## src/rtl/alu_hilo_unit_if.sv

```systemverilog
// Execute-stage bus between the pipeline and the ALU/HI-LO unit.
// The master drives operands and decode; the slave returns the result, stall and HI/LO.
interface alu_hilo_unit_if;
  logic        ex_valid;
  logic [31:0] srca;
  logic [31:0] srcb;
  logic [3:0]  alucontrol;
  logic        hien;
  logic        loen;
  logic [31:0] aluresult;
  logic        zero;
  logic        stall;
  logic [31:0] hi;
  logic [31:0] lo;

  modport master (
    output ex_valid, srca, srcb, alucontrol, hien, loen,
    input  aluresult, zero, stall, hi, lo
  );

  modport slave (
    input  ex_valid, srca, srcb, alucontrol, hien, loen,
    output aluresult, zero, stall, hi, lo
  );
endinterface

```

## src/rtl/alu_hilo_unit.sv

```systemverilog
// Execute-stage ALU with a 32-iteration MULT/DIV engine writing the HI/LO pair.
// Define ALU_HILO_FAST_MUL_EN to compute MULT in a single cycle (DIV stays iterative).
module alu_hilo_unit (
  input logic            clk,
  input logic            reset,
  alu_hilo_unit_if.slave bus
);

  typedef enum logic [1:0] {IDLE, MUL, DIV, DONE} state_t;

  state_t      state, state_next;
  logic [4:0]  count;
  logic [31:0] acc_hi, acc_lo, opnd;
  logic        neg_res, neg_a, b_zero, hien_q, loen_q;
  logic [31:0] hi_q, lo_q;

  logic        op_mult, op_div, start;
  logic        stall_c, load, iterate, hi_we, lo_we;
  logic [31:0] hi_d, lo_d;

  logic [32:0] mul_sum;
  logic [31:0] mul_hi, mul_lo;
  logic [63:0] mul_prod, mul_fix;
  logic [32:0] div_shift;
  logic        div_ok;
  logic [31:0] div_hi, div_lo, div_q, div_r;

  function automatic logic [31:0] mag(input logic [31:0] v);
    return v[31] ? (~v + 32'd1) : v;
  endfunction

  assign op_mult = (bus.alucontrol == 4'b1000);
  assign op_div  = (bus.alucontrol == 4'b1001);
  assign start   = (state == IDLE) && bus.ex_valid && (op_mult || op_div)
                   && (bus.hien || bus.loen);

  // One shift-add step: acc_lo holds the remaining multiplier bits, opnd the multiplicand.
  assign mul_sum  = {1'b0, acc_hi} + (acc_lo[0] ? {1'b0, opnd} : 33'd0);
  assign mul_hi   = mul_sum[32:1];
  assign mul_lo   = {mul_sum[0], acc_lo[31:1]};
  assign mul_prod = {mul_hi, mul_lo};
  assign mul_fix  = neg_res ? (~mul_prod + 64'd1) : mul_prod;

  // One restoring step: acc_hi is the partial remainder, acc_lo shifts dividend out and quotient in.
  assign div_shift = {acc_hi, acc_lo[31]};
  assign div_ok    = (div_shift >= {1'b0, opnd});
  assign div_hi    = div_ok ? (div_shift[31:0] - opnd) : div_shift[31:0];
  assign div_lo    = {acc_lo[30:0], div_ok};
  assign div_q     = b_zero ? 32'hFFFF_FFFF : (neg_res ? (~div_lo + 32'd1) : div_lo);
  assign div_r     = neg_a ? (~div_hi + 32'd1) : div_hi;

`ifdef ALU_HILO_FAST_MUL_EN
  logic signed [63:0] fast_prod;
  assign fast_prod = $signed(bus.srca) * $signed(bus.srcb);
`endif

  always_ff @(posedge clk or negedge reset) begin
    if (!reset) state <= IDLE;
    else        state <= state_next;
  end

  always_comb begin
    state_next = state;
    stall_c    = 1'b0;
    load       = 1'b0;
    iterate    = 1'b0;
    hi_we      = 1'b0;
    lo_we      = 1'b0;
    hi_d       = hi_q;
    lo_d       = lo_q;
    case (state)
      IDLE: begin
        if (start) begin
          stall_c = 1'b1;
          load    = 1'b1;
          if (op_mult) begin
`ifdef ALU_HILO_FAST_MUL_EN
            hi_we      = bus.hien;
            lo_we      = bus.loen;
            hi_d       = fast_prod[63:32];
            lo_d       = fast_prod[31:0];
            state_next = DONE;
`else
            state_next = MUL;
`endif
          end else begin
            state_next = DIV;
          end
        end
      end
      MUL: begin
        stall_c = 1'b1;
        iterate = 1'b1;
        if (count == 5'd0) begin
          hi_we      = hien_q;
          lo_we      = loen_q;
          hi_d       = mul_fix[63:32];
          lo_d       = mul_fix[31:0];
          state_next = DONE;
        end
      end
      DIV: begin
        stall_c = 1'b1;
        iterate = 1'b1;
        if (count == 5'd0) begin
          hi_we      = hien_q;
          lo_we      = loen_q;
          hi_d       = div_r;
          lo_d       = div_q;
          state_next = DONE;
        end
      end
      DONE:    state_next = IDLE;
      default: state_next = IDLE;
    endcase
  end

  always_ff @(posedge clk or negedge reset) begin
    if (!reset) begin
      count   <= 5'd0;
      acc_hi  <= 32'd0;
      acc_lo  <= 32'd0;
      opnd    <= 32'd0;
      neg_res <= 1'b0;
      neg_a   <= 1'b0;
      b_zero  <= 1'b0;
      hien_q  <= 1'b0;
      loen_q  <= 1'b0;
    end else if (load) begin
      count   <= 5'd31;
      acc_hi  <= 32'd0;
      acc_lo  <= op_mult ? mag(bus.srcb) : mag(bus.srca);
      opnd    <= op_mult ? mag(bus.srca) : mag(bus.srcb);
      neg_res <= bus.srca[31] ^ bus.srcb[31];
      neg_a   <= bus.srca[31];
      b_zero  <= (bus.srcb == 32'd0);
      hien_q  <= bus.hien;
      loen_q  <= bus.loen;
    end else if (iterate) begin
      count  <= count - 5'd1;
      acc_hi <= (state == MUL) ? mul_hi : div_hi;
      acc_lo <= (state == MUL) ? mul_lo : div_lo;
    end
  end

  always_ff @(posedge clk or negedge reset) begin
    if (!reset) begin
      hi_q <= 32'd0;
      lo_q <= 32'd0;
    end else begin
      if (hi_we) hi_q <= hi_d;
      if (lo_we) lo_q <= lo_d;
    end
  end

  always_comb begin
    case (bus.alucontrol)
      4'b0000: bus.aluresult = bus.srca & bus.srcb;
      4'b0001: bus.aluresult = bus.srca | bus.srcb;
      4'b0010: bus.aluresult = bus.srca + bus.srcb;
      4'b0110: bus.aluresult = bus.srca - bus.srcb;
      4'b0111: bus.aluresult = {31'd0, ($signed(bus.srca) < $signed(bus.srcb))};
      4'b1010: bus.aluresult = hi_q;
      4'b1011: bus.aluresult = lo_q;
      default: bus.aluresult = 32'd0;
    endcase
  end

  assign bus.zero  = (bus.aluresult == 32'd0);
  assign bus.stall = stall_c & reset;
  assign bus.hi    = hi_q;
  assign bus.lo    = lo_q;

endmodule

```

## src/flat_wrapper.sv

```systemverilog
// flat-port wrapper written by rule: the top's interface ports become plain ports
module alu_hilo_unit_flat 
  (clk, reset, bus_ex_valid, bus_srca, bus_srcb, bus_alucontrol, bus_hien, bus_loen, bus_aluresult, bus_zero, bus_stall, bus_hi, bus_lo);
  alu_hilo_unit_if bus_i ();
  input logic clk;
  input logic reset;
  input wire logic [$bits(bus_i.ex_valid)-1:0] bus_ex_valid;
  input wire logic [$bits(bus_i.srca)-1:0] bus_srca;
  input wire logic [$bits(bus_i.srcb)-1:0] bus_srcb;
  input wire logic [$bits(bus_i.alucontrol)-1:0] bus_alucontrol;
  input wire logic [$bits(bus_i.hien)-1:0] bus_hien;
  input wire logic [$bits(bus_i.loen)-1:0] bus_loen;
  output wire logic [$bits(bus_i.aluresult)-1:0] bus_aluresult;
  output wire logic [$bits(bus_i.zero)-1:0] bus_zero;
  output wire logic [$bits(bus_i.stall)-1:0] bus_stall;
  output wire logic [$bits(bus_i.hi)-1:0] bus_hi;
  output wire logic [$bits(bus_i.lo)-1:0] bus_lo;
  assign bus_i.ex_valid = bus_ex_valid;
  assign bus_i.srca = bus_srca;
  assign bus_i.srcb = bus_srcb;
  assign bus_i.alucontrol = bus_alucontrol;
  assign bus_i.hien = bus_hien;
  assign bus_i.loen = bus_loen;
  assign bus_aluresult = bus_i.aluresult;
  assign bus_zero = bus_i.zero;
  assign bus_stall = bus_i.stall;
  assign bus_hi = bus_i.hi;
  assign bus_lo = bus_i.lo;
  alu_hilo_unit u_core (.clk(clk), .reset(reset), .bus(bus_i));
endmodule
```

## config.mk

```make
export PLATFORM = sky130hd
export DESIGN_NAME = alu_hilo_unit_flat
export DESIGN_NICKNAME = d
export VERILOG_FILES = /design/src/rtl/alu_hilo_unit_if.sv /design/src/rtl/alu_hilo_unit.sv /design/src/flat_wrapper.sv
export SDC_FILE = /design/constraint.sdc
export NUM_CORES = 1
export LEC_CHECK = 0
export ABC_AREA = 1
export ABC_CLOCK_PERIOD_IN_PS = 3200
export BUFFER_PORTS_ARGS = -buffer_cell sky130_fd_sc_hd__buf_4
export CAP_MARGIN = 40
export CORE_MARGIN = 2
export CORE_UTILIZATION = 23
export CTS_CLUSTER_SIZE = 14
export DETAILED_ROUTE_END_ITERATION = 8
export GPL_TIMING_DRIVEN = 0
export SYNTH_ARGS = -nofsm -noshare
export SYNTH_HDL_FRONTEND = slang
export SYNTH_SLANG_ARGS = --single-unit
```

## constraint.sdc

```tcl
create_clock -name clk -period 3.2 [get_ports clk]
set_input_delay 0.16 -clock clk [delete_from_list [all_inputs] [get_ports clk]]
set_output_delay 0.16 -clock clk [all_outputs]
set_load 0.03 [all_outputs]
```

**Yosys cells after proc, flatten, opt, wreduce, memory -nomap -nowiden**

Index checks and enable logic that the tools add are counted.

- Bits in registers: 172
- Bits in latches: 0
- RAM bits: 0
- Bits in read-only memories: 0
- Input bits: 73
- Output and inout port bits: 98
- Word-level logic and storage cells: 101
- Memories: 0

- Add/subtract/negate cells: 10
- Multipliers: 0
- Div/mod/pow operators: 0
- Order comparisons: 2
- Eq/ne operators: 15
- Shift-type cells: 0
- Mux-type cells: 37
- Bitwise gates (word level): 9
- Reductions and logical operators: 16

Operator list:

| cell | number |
|---|---|
| $mux W32 | 19 |
| $pmux W32 S7 | 1 |
| $add A32 B1 Y32 const B | 4 |
| $not A32 Y32 | 4 |
| $pmux W32 S2 | 2 |
| $add A64 B1 Y64 const B | 1 |
| $logic_not A32 Y1 | 2 |
| $mux W64 | 1 |
| $not A64 Y64 | 1 |
| $sub A32 B32 Y32 | 2 |
| $add A32 B33 Y33 | 1 |
| $ge A33 B32 Y1 | 1 |
| $add A32 B32 Y32 | 1 |
| $and A32 B32 Y32 | 1 |
| $lt A32 B32 Y1 | 1 |
| $or A32 B32 Y32 | 1 |
| $eq A4 B4 Y1 const B | 4 |
| $mux W5 | 2 |
| $eq A4 B3 Y1 const B | 2 |
| $ne A2 B1 Y1 const B | 4 |
| $reduce_and A4 Y1 | 2 |
| $mux W1 | 7 |
| $mux W2 | 3 |
| $pmux W2 S3 | 1 |
| 16 further kinds | 21 |

**Longest topological paths before layout**

Gate-level depths: netlist of run 1.

- Depth in word-level cells: 7
- Mapped depth: 27

**Least setup slack after synthesis of run 1**

No wires, ideal clock.

- Path kind: flip-flop to flip-flop
- From: register u_core.acc_hi[7]
- To: register u_core.lo_q[8], in the netlist u_core.bus.lo[8]
- Library setup time: 0.118 ns
- Arrival: 3.088 ns
- Slack: -0.006 ns
- Cell stages (with the launch flop): 20
- Path buffers: 2
- Path through: dfrtp_1 > ha_1 > nand2_2 > nor2_4 > nand2_2 > nor2_1 > nand3_1 > nand2_2 > nor2_8 > nand2_8 > buf_12 > inv_2 > ha_1 > nor2_1 > clkinv_1 > clkbuf_1 > o21ai_0 > nand4_1 > nand3_1 > nand2_1

- Cells in the longest elaborated chain, start to end: 7

Ends and longest elaborated chain:

| item | line | text |
|---|---|---|
| start, declared | alu_hilo_unit.sv:13 | `logic [31:0] acc_hi, acc_lo, opnd;` |
| start signal, assigned | alu_hilo_unit.sv:141 | `acc_hi <= (state == MUL) ? mul_hi : div_hi;` |
| $ge A33 B32 Y1 | alu_hilo_unit.sv:46 | `assign div_ok = (div_shift >= {1'b0, opnd});` |
| $not A32 Y32 | alu_hilo_unit.sv:49 | `assign div_q = b_zero ? 32'hFFFF_FFFF : (neg_res ? (~div_lo + 32'd1) : div_lo);` |
| $add A32 B1 Y32 | alu_hilo_unit.sv:49 |  |
| $mux W32 (2 in series) | alu_hilo_unit.sv:49 |  |
| $mux W32 | alu_hilo_unit.sv:105 | `if (count == 5'd0) begin` |
| $pmux W32 S2 | alu_hilo_unit.sv:71 | `case (state)` |
| end signal, assigned | alu_hilo_unit.sv:152 | `if (lo_we) lo_q <= lo_d;` |
| end, declared | alu_hilo_unit.sv:15 | `logic [31:0] hi_q, lo_q;` |

Every way passes these cells. The select of a mux whose other input is x is not followed.
A chain may end at the register's enable or synchronous reset.

**Worst setup path after layout of run 1**

- From: register u_core.acc_lo[0]
- To: register u_core.hi_q[31], in the netlist u_core.bus.hi[31]

- Cells in the longest elaborated chain, start to end: 7

Ends and longest elaborated chain:

| item | line | text |
|---|---|---|
| start, declared | alu_hilo_unit.sv:13 |  |
| start signal, assigned | alu_hilo_unit.sv:132 | `acc_lo <= op_mult ? mag(bus.srcb) : mag(bus.srca);` |
| start signal, assigned | alu_hilo_unit.sv:142 | `acc_lo <= (state == MUL) ? mul_lo : div_lo;` |
| $mux W32 * | alu_hilo_unit.sv:38 | `assign mul_sum = {1'b0, acc_hi} + (acc_lo[0] ? {1'b0, opnd} : 33'd0);` |
| $add A32 B33 Y33 * | alu_hilo_unit.sv:38 |  |
| $not A64 Y64 | alu_hilo_unit.sv:42 | `assign mul_fix = neg_res ? (~mul_prod + 64'd1) : mul_prod;` |
| $add A64 B1 Y64 | alu_hilo_unit.sv:42 |  |
| $mux W64 * | alu_hilo_unit.sv:42 |  |
| $mux W32 * | alu_hilo_unit.sv:94 | `if (count == 5'd0) begin` |
| $pmux W32 S2 * | alu_hilo_unit.sv:71 |  |
| end signal, assigned | alu_hilo_unit.sv:151 | `if (hi_we) hi_q <= hi_d;` |
| end, declared | alu_hilo_unit.sv:15 |  |

Mark *: on every way between the ends. The rest lies on a longest branch, timed or not. The select of a mux whose other input is x is not followed.

==> metrics.md, run 1 <==
| Metric | Value |
|---|---|
| GRT Overall Usage | 0.2499 |
| Fill count | around 12000 |
| Final Setup Violations | 20 |
| Mux cell area share after synthesis | 0 |
| Critical Path AT | about 3800 ps |
| Hold Crit Class | primary input to flip-flop |
| Clock Skew | about 28 ps |
| Top delay family on crit path | simple AND/OR/NAND/NOR gates |
| Post-synth EDFFs | 0 |
| Main synth FF type | dfrtp_1 |
| Root buffer cell | clkbuf_16 |
| Gate Count Post-Synth | 4260 |
| Number of max-slew violations in the final report | 0 |
| Total CTS buffers | 17 |
| Syn Area/Cell | about 5.8 um^2 |
| Initial core utilization | 0.2322 |
| Placed wire-length estimate | 115.8 mm |
| Most frequent cells in the layout | nand2_1 (939), inv_1 (544), nor2_1 (394), buf_4 (368), o21ai_0 (278) |
| Maxcap violations | 0 |
| CTS tree | done |
| First-pass GRT wire length | between 150 and 200 mm |
| Detailed Route WL | roughly 140 mm |
| Worst IR Drop VDD | 0.7250 mV |
| Post-synth top area cell | dfrtp_1 |
| Area fraction in compound gates after synthesis | 0.1980 |
| Final Cell Area | 33680 um^2 |
| Detail Route Antenna Nets | 0 |
| Finished Layout Cells | 6064 |
| PnR worst setup slack | -191.2 ps |
| Detailed-route DRC error count | 0 |
| Min Tclk post-route | between 3000 and 4000 ps |
| Post-synthesis adder-cell area fraction | 0.09311 |
| Crit. End Element | flip-flop |
| Critical Path Max Stage Delay | 500 ps |
| Wire per inst | roughly 24 um |
| DIE HEIGHT | 330.4 um |
| Synth Warn # | 0 |
| Startpoint Class | flip-flop |
| Async SR Flop Fraction | 1.000 |
| Synthesized Nets | approximately 4500 |
| GRT overflow | 0 |
| Top post-synthesis cells by area | dfrtp_1 (18%), nand2_1 (18%), inv_1 (9.8%) |
| Gp weighted congestion | 1.073 |
| Post-Synth Simple-Gate Area | 0.3743 |
| Die width | 330.4 um |
| Post-Place Cell Area | 27670 um^2 |
| Pwr Total | between 40 and 50 mW |
| RSZ-0062 raised after global routing | yes |
| Vias in the first global route | approximately 30000 |
| Port buffer count | 170 |
| H-tree depth | 4 |
| Mapped Area | 24510 um^2 |
| Fmax | ~0.29 GHz |
| Row cnt | 119 |
| Vias per inst | approximately 5.4 |
| Nets@finish | 4912 |
| Most common cell after layout, fill and taps aside | nand2_1 |
| Core area | about 110000 um^2 |
| Final period util | 1.060 |
| CTS max path bufs | 2 |
| Share of the synthesized area in the top cell type | 0.1756 |
| PD cells | about 1300 nW/um^2 |
| Netlist cell types | between 60 and 70 |
| Die area | roughly 110000 um^2 |
| Fin. Hold Viols | 0 |
| Leakage Power | around 16 nW |
| Failing checks | negative setup slack |
| Clock Pin Slew Worst Setup and Hold Paths | around 80 ps |
| Status | complete, but fails checks |
| Post-synthesis sequential area ratio | 0.1756 |
| Post-Synth XOR/XNOR Area | 0.03180 |
| Later-pin clock latency in the skew report | 490 ps |
| Initial antenna violation count | 10 |
| Most used cell, CP | nand2_1 |
| Critical Path RT | roughly 3600 ps |
| Clock Sinks | around 170 |
| Number of DRC markers in iteration 0 | between 4000 and 5000 |
| I/O pins | 171 |
| Fin Hold WS | 68.62 ps |
| Critical Path, Cell by Cell | buf_8, buf_8, nand2_4, inv_4, fa_2, inv_2, nand4_1, or2_1, nor2_4, nand2_2, nor3_4, nand2_4, nor2_4, nand2_1, nor2_1, nand2_1, nand3_1, nand2_1, nor2_2, nor2_1, a21oi_2 |
| DR vias | approximately 33000 |
| First drt pass iteration count | 6 |
| Cell count after placement | 5834 |
| Slowest stage cell, crit path | fa_2 |
| Crit path buf inv count | 4 |
| Largest family of logic cells by synthesized area | simple AND/OR/NAND/NOR gates |
| Layout area overhead | 37.42% |
| Worst slew margin | 0.2443 |
| Layout cell share with drive strength beyond 1 | 0.2671 |
| Dpl ws | -1776 ps |
| Worst-Margin Slew | about 1100 ps |
| Critical path class | flip-flop to flip-flop |
| Pin count of the biggest net entering global routing | slightly above 100 |
| Seq cells post-synth | between 150 and 200 |
| Crit-path max FO | 6 |
==> through the flow <==
| step | utilization | setup TNS [ps] |
|---|---|---|
| after detailed placement | 0.2621 | -80750 |
| after global placement | 0.2608 | -100030 |
| after floorplan | - | 0 |
| final | 0.3191 | -1617 |
| after CTS | 0.2959 | -203.8 |
| after global routing | 0.3190 | -4195 |
==> where the power goes <==
group | internal [mW] | leakage [nW] | total (mW) | switching, mW
Combinational | 12.4 | 13.4 | 36.3 | 23.9
Clock | 1.20 | 0.275 | 2.23 | 1.04
Sequential | 3.13 | 2.17 | 4.39 | 1.26
Total | 16.7 | 15.8 | 42.9 | 26.2
==> flip-flops by register name, summed over array words and instances (netlist names) <==
signal	count
u_core.b_zero	1
u_core.neg_a	1
u_core.hien_q	1
u_core.neg_res	1
u_core.state	2
u_core.opnd	32
u_core.count	5
u_core.bus.lo	32
u_core.acc_hi	32
u_core.loen_q	1
u_core.acc_lo	32
u_core.bus.hi	32
==> cell usage after synthesis, drive strengths merged, types with 7 or more instances <==
cell / count
a211oi: 26
a21boi: 15
a21oi: 231
a22oi: 22
a31oi: 19
a32o: 7
buf: 36
clkbuf: 111
dfrtp: 172
ha: 176
inv: 660
nand2: 1169
nand3: 318
nand3b: 11
nand4: 58
nor2: 510
nor3: 67
nor4: 17
o2111ai: 8
o211ai: 33
o21ai: 342
o21bai: 20
o221ai: 29
o22ai: 52
o31ai: 11
or2: 18
xor2: 83
==> tightest hold or removal path, cell delays in order <==
cell     delay [ps]
buf_4           130
o21ai_0          80
o21ai_0         130
==> final timing paths <==
kind,startpoint,endpoint,slack [ps],cells past startpoint
worst min register to register,u_core.hien_q$_DFFE_PN0P_,u_core.hien_q$_DFFE_PN0P_,490,2
worst max-delay path,u_core.acc_lo[0]$_DFFE_PN0N_,u_core.bus.hi[31]$_DFFE_PN0P_,-190,21
worst max register to register,u_core.acc_lo[0]$_DFFE_PN0N_,u_core.bus.hi[31]$_DFFE_PN0P_,-190,21
max in group asynchronous,reset,u_core.opnd[0]$_DFFE_PN0P_,1930,3
min in group asynchronous,reset,u_core.acc_hi[14]$_DFFE_PN0N_,240,2
worst min-delay path,bus_srcb[0],u_core.opnd[0]$_DFFE_PN0P_,70,3
==> routing by layer <==
layer	GRT usage	share of wire	vias up
met5	0	0.00061	-
met4	0.1353	0.067	14
met3	0.05306	0.11	465
met2	0.3999	0.44	2084
met1	0.3133	0.39	15340
li1	-	-	14680
==> what timing repair did <==
item | CTS | global route
setup endpoints to repair | 97 | 57
endpoints found under the hold margin | 74 | 0
hold buffers | 4 | 0
cloned | 2 | 0
pin swaps | 105 | 171
setup buffers | 108 | 101
resized for setup | 569 | 482
==> logic make-up (layout without fill, tap and decap cells) <==
| logic type | after synthesis | after routing |
|---|---|---|
| adder cells (fa/ha/maj) | 180 | 180 |
| XOR/XNOR | 89 | 89 |
| AND/OR/NAND/NOR | 2173 | 2175 |
| other | 0 | 1 |
| buffers and inverters | 813 | 1223 |
| AO/OA/AOI/OAI | 833 | 833 |
| flip-flops | 172 | 172 |
==> layout make-up <==
| cell class | instances | area, um^2 | share of cell area |
|---|---|---|---|
| clock inverter | 8 | 110.1 | 0.003269 |
| timing repair buffer | 396 | 3138 | 0.09317 |
| sequential | 172 | 4350 | 0.1292 |
| multi-input combinational | 3277 | 20620 | 0.6121 |
| buffer | 129 | 658.1 | 0.01954 |
| tap | 1391 | 1740 | 0.05167 |
| inverter | 666 | 2594 | 0.07701 |
| clock buffer | 24 | 471.7 | 0.01400 |
| antenna | 1 | 2.502 | 0.00007430 |
Power figures use the tool's default switching activity.
==> run 2, diff against run 1 <==
- BUFFER_PORTS_ARGS: -buffer_cell sky130_fd_sc_hd__buf_4 -> -buffer_cell sky130_fd_sc_hd__buf_2
- CELL_PAD_IN_SITES_DETAIL_PLACEMENT: default -> 1
- CELL_PAD_IN_SITES_GLOBAL_PLACEMENT: default -> 2
- PLACE_DENSITY_LB_ADDON: default -> 0.1
==> run 2 against run 1 <==
Against the previous run: the flow still finishes with violations (negative setup slack); sequential cell count is the same; critical path depth rose by 2; via count is 5.8% lower; non-clock buffer count is 23 lower; sequential share of layout area is 0.080 points lower; power shrank 0.43%; final cell count is 0.41% lower.
==> metrics.md, run 2 (synthesized netlist as in run 1, its figures left out) <==
| Metric | Value |
|---|---|
| Net Sw Frac | 0.6228 (+0.01178) |
| Slowest stage cell, crit path | dfrtp_2 |
| Port buffer count | 170 (unchanged) |
| Gp weighted congestion | 0.9263 (-14%) |
| Total CTS buffers | 17 (unchanged) |
| Comb pwr share | 0.840 (-0.006) |
| First drt pass iteration count | 5 (-1) |
| I/O pins | 171 (unchanged) |
| Most common cell after layout, fill and taps aside | nand2_1 |
| DR vias | 30700 (-5.8%) |
| Most frequent cells in the layout | nand2_1 (941), inv_1 (553), nor2_1 (376), o21ai_0 (260), nand3_1 (239) |
| Layout area overhead | 38.04% |
| Min Tclk post-route | 3388 ps (-3.644 ps) |
| Hold path startpoint | bus_srca[0] |
| Die area | 109200 um^2 (unchanged) |
| Later-pin clock latency in the skew report | 530 ps (+40 ps) |
| Worst-Margin Slew | 1015 ps (-118.7 ps) |
| GRT overflow | 0 (unchanged) |
| H-tree depth | 4 (unchanged) |
| Vias in the first global route | 31580 (+5.8%) |
| Detailed-route DRC error count | 0 (unchanged) |
| Post-Place Cell Area | 27410 um^2 (-0.95%) |
| Critical Path AT | 3830 ps (+30 ps) |
| CTS max path bufs | 2 (unchanged) |
| Wire per inst | 27.06 um (+14%) |
| Reg area | 4343 um^2 (-0.17%) |
| GRT Overall Usage | 0.2957 (+0.04582) |
| Multi-input gate area | 21170 um^2 (+2.7%) |
| Failing checks | negative setup slack |
| RSZ-0062 raised after global routing | yes |
| First-pass GRT wire length | 229.3 mm (+15%) |
| Final Cell Area | 33830 um^2 (+0.45%) |
| Crit path buf inv count | 3 (-1) |
| Fmax | 0.2952 GHz (+0.11%) |
| Setup TNS | -2744 ps (-1128 ps) |
| Initial core utilization | 0.2322 (unchanged) |
| Nets@finish | 4887 (-0.51%) |
| Core area | 105600 um^2 (unchanged) |
| WHS Path Cells | 3 (unchanged) |
| Clock Skew | 32.61 ps (+4.832 ps) |
| Die width | 330.4 um (unchanged) |
| Crit-path max FO | 7 (+1) |
| Startpoint Class | flip-flop |
| Clock Sinks | 172 (unchanged) |
| Critical path class | flip-flop to flip-flop |
| Critical Path Max Stage Delay | 520 ps (+20 ps) |
| Worst slew margin | 0.3234 (+0.07914) |
| Layout cell share with drive strength beyond 1 | 0.2832 (+0.01607) |
| R2R setup slack | -190 ps (about the same) |
| Leakage Power | 15.87 nW (+0.24%) |
| Number of max-slew violations in the final report | 0 (unchanged) |
| R2r worst-path depth | 23 (+9.5%) |
| Clock power frac | 0.055 (+0.003) |
| Vias per inst | 5.084 (-5.4%) |
| DIE HEIGHT | 330.4 um (unchanged) |
| Reg2reg end | u_core.bus.hi[31]$_DFFE_PN0P_ |
| Pin count of the biggest net entering global routing | 97 (-5.8%) |
| PnR worst setup slack | -187.6 ps (+3.644 ps) |
| Switch Pwr | 26.62 mW (+1.5%) |
| Row cnt | 119 (unchanged) |
| Reg-to-reg critical path startpoint | u_core.acc_lo[0]$_DFFE_PN0N_ |
| Root buffer cell | clkbuf_16 |
| Pint | 16.12 mW (-3.4%) |
| Hold Crit Class | primary input to flip-flop |
| Placed wire-length estimate | 139.1 mm (+20%) |
| Critical Path RT | 3640 ps (+30 ps) |
| CTS tree | done |
| Maxcap violations | 0 (unchanged) |
| Final Setup Violations | 32 (+60%) |
| Clock Pin Slew Worst Setup and Hold Paths | 80 ps (about the same) |
| Detailed Route WL | 163.4 mm (+14%) |
| Detail Route Antenna Nets | 0 (unchanged) |
| Top delay family on crit path | simple AND/OR/NAND/NOR gates |
| Crit. End Element | flip-flop |
| Sequential fraction of design power | 0.105 (+0.003) |
| Initial antenna violation count | 8 (-2) |
| Fin. Hold Viols | 0 (unchanged) |
| WHS Endpoint | u_core.opnd[0]$_DFFE_PN0P_ |
| Status | complete, but fails checks |
| Number of DRC markers in iteration 0 | 1993 (-52%) |
| PD cells | 1264 nW/um^2 (-0.88%) |
| Worst IR Drop VDD | 0.6480 mV (-11%) |
| Critical Path, Cell by Cell | buf_8, nand2_4, inv_4, ha_4, fa_2, nand3_2, nand2_4, nand2_4, nand2_8, xnor2_4, buf_6, nand2_2, nor2_2, nand2_2, nor2_4, nand2_1, nor2_1, nand2_1, nand3_1, nand2_1, nor2_2, nor2_2, a21oi_2 |
| Fill count | 13430 (+16%) |
| Final period util | 1.059 (-0.001139) |
-- run 2: changes by cell type in the layout (fill, tap and decap cells not counted), moves of 20 or more --
cell,delta
a21oi_1,-20
a21oi_2,+22
buf_2,+149
buf_4,-199
buf_6,+20
nand3_1,-25
nand3_2,+20
-- run 2: area by class of cell --
class                           instances  area share
Antenna cell                            1  0.00007396
Sequential cell                       172      0.1284
Inverter                              666     0.07659
Buffer                                132     0.02160
Timing Repair Buffer                  370     0.07829
Clock buffer                           19     0.01339
Clock inverter                         13    0.004401
Multi-Input combinational cell       3275      0.6259
Tap cell                             1391     0.05144
-- run 2: power by group through the flow --
stage / registers, mW / logic (mW) / clock network, mW
3_3_place_gp: 4.35 / 26.8 / 0
3_5_place_dp: 4.37 / 27.0 / 0
2_1_floorplan: 4.11 / 16.3 / 0
4_1_cts: 4.40 / 32.2 / 2.40
5_1_grt: 4.55 / 38.7 / 2.46
6_report: 4.48 / 35.9 / 2.35
-- run 2: what timing repair did --
action                     4_1_cts  5_1_grt
resized for setup              732      501
cloned                           3        1
hold buffers                     3        0
setup buffers                   92       74
pin swaps                      140      204
hold endpoints to repair        78        0
setup endpoints to repair      112       78
-- run 2: worst reg2reg max path: cells and delay by family, from the launching register on --
family          cells  cell delay, ps
compound gates      1             120
simple gates       16            1440
xor+xnor            1             270
buf+inv             3             380
fa+ha+maj           2             600
flops               1             520
-- run 2: metal layers --
metal / wire [um] / track usage
met1: 68790 / 0.3622
met2: 78700 / 0.5177
met3: 6017 / 0.02689
met4: 9910 / 0.1458
met5: 0 / 0
-- run 2: worst max path at each step --
stage | startpoint | cells after the start | slack, ps | end
floorplan | u_core.acc_lo[0]$_DFFE_PN0N_ | 21 | 7 | u_core.bus.hi[31]$_DFFE_PN0P_
global placement | u_core.acc_lo[31]$_DFFE_PN0N_ | 19 | -2170 | u_core.bus.lo[2]$_DFFE_PN0P_
detailed placement | u_core.acc_lo[31]$_DFFE_PN0N_ | 20 | -2100 | u_core.bus.lo[6]$_DFFE_PN0P_
CTS | u_core.acc_lo[31]$_DFFE_PN0N_ | 22 | -250 | u_core.bus.hi[28]$_DFFE_PN0P_
global route | u_core.acc_lo[0]$_DFFE_PN0N_ | 23 | -360 | u_core.bus.hi[31]$_DFFE_PN0P_
finish | u_core.acc_lo[0]$_DFFE_PN0N_ | 23 | -190 | u_core.bus.hi[31]$_DFFE_PN0P_
-- run 2: through the flow --
step                      hold slack (ps)  worst slack, ps  std cells  power, mW    util
final                               52.39           -187.6       6039      42.75  0.3205
after global routing                60.33           -363.1       6038      45.75  0.3205
after CTS                           20.13           -246.4       5964      38.98  0.2972
after detailed placement            193.6            -2099       5849      31.40  0.2596
after global placement              386.0            -2167       5821      31.15  0.2567
after floorplan                    -135.6            6.516       4260      20.44       -
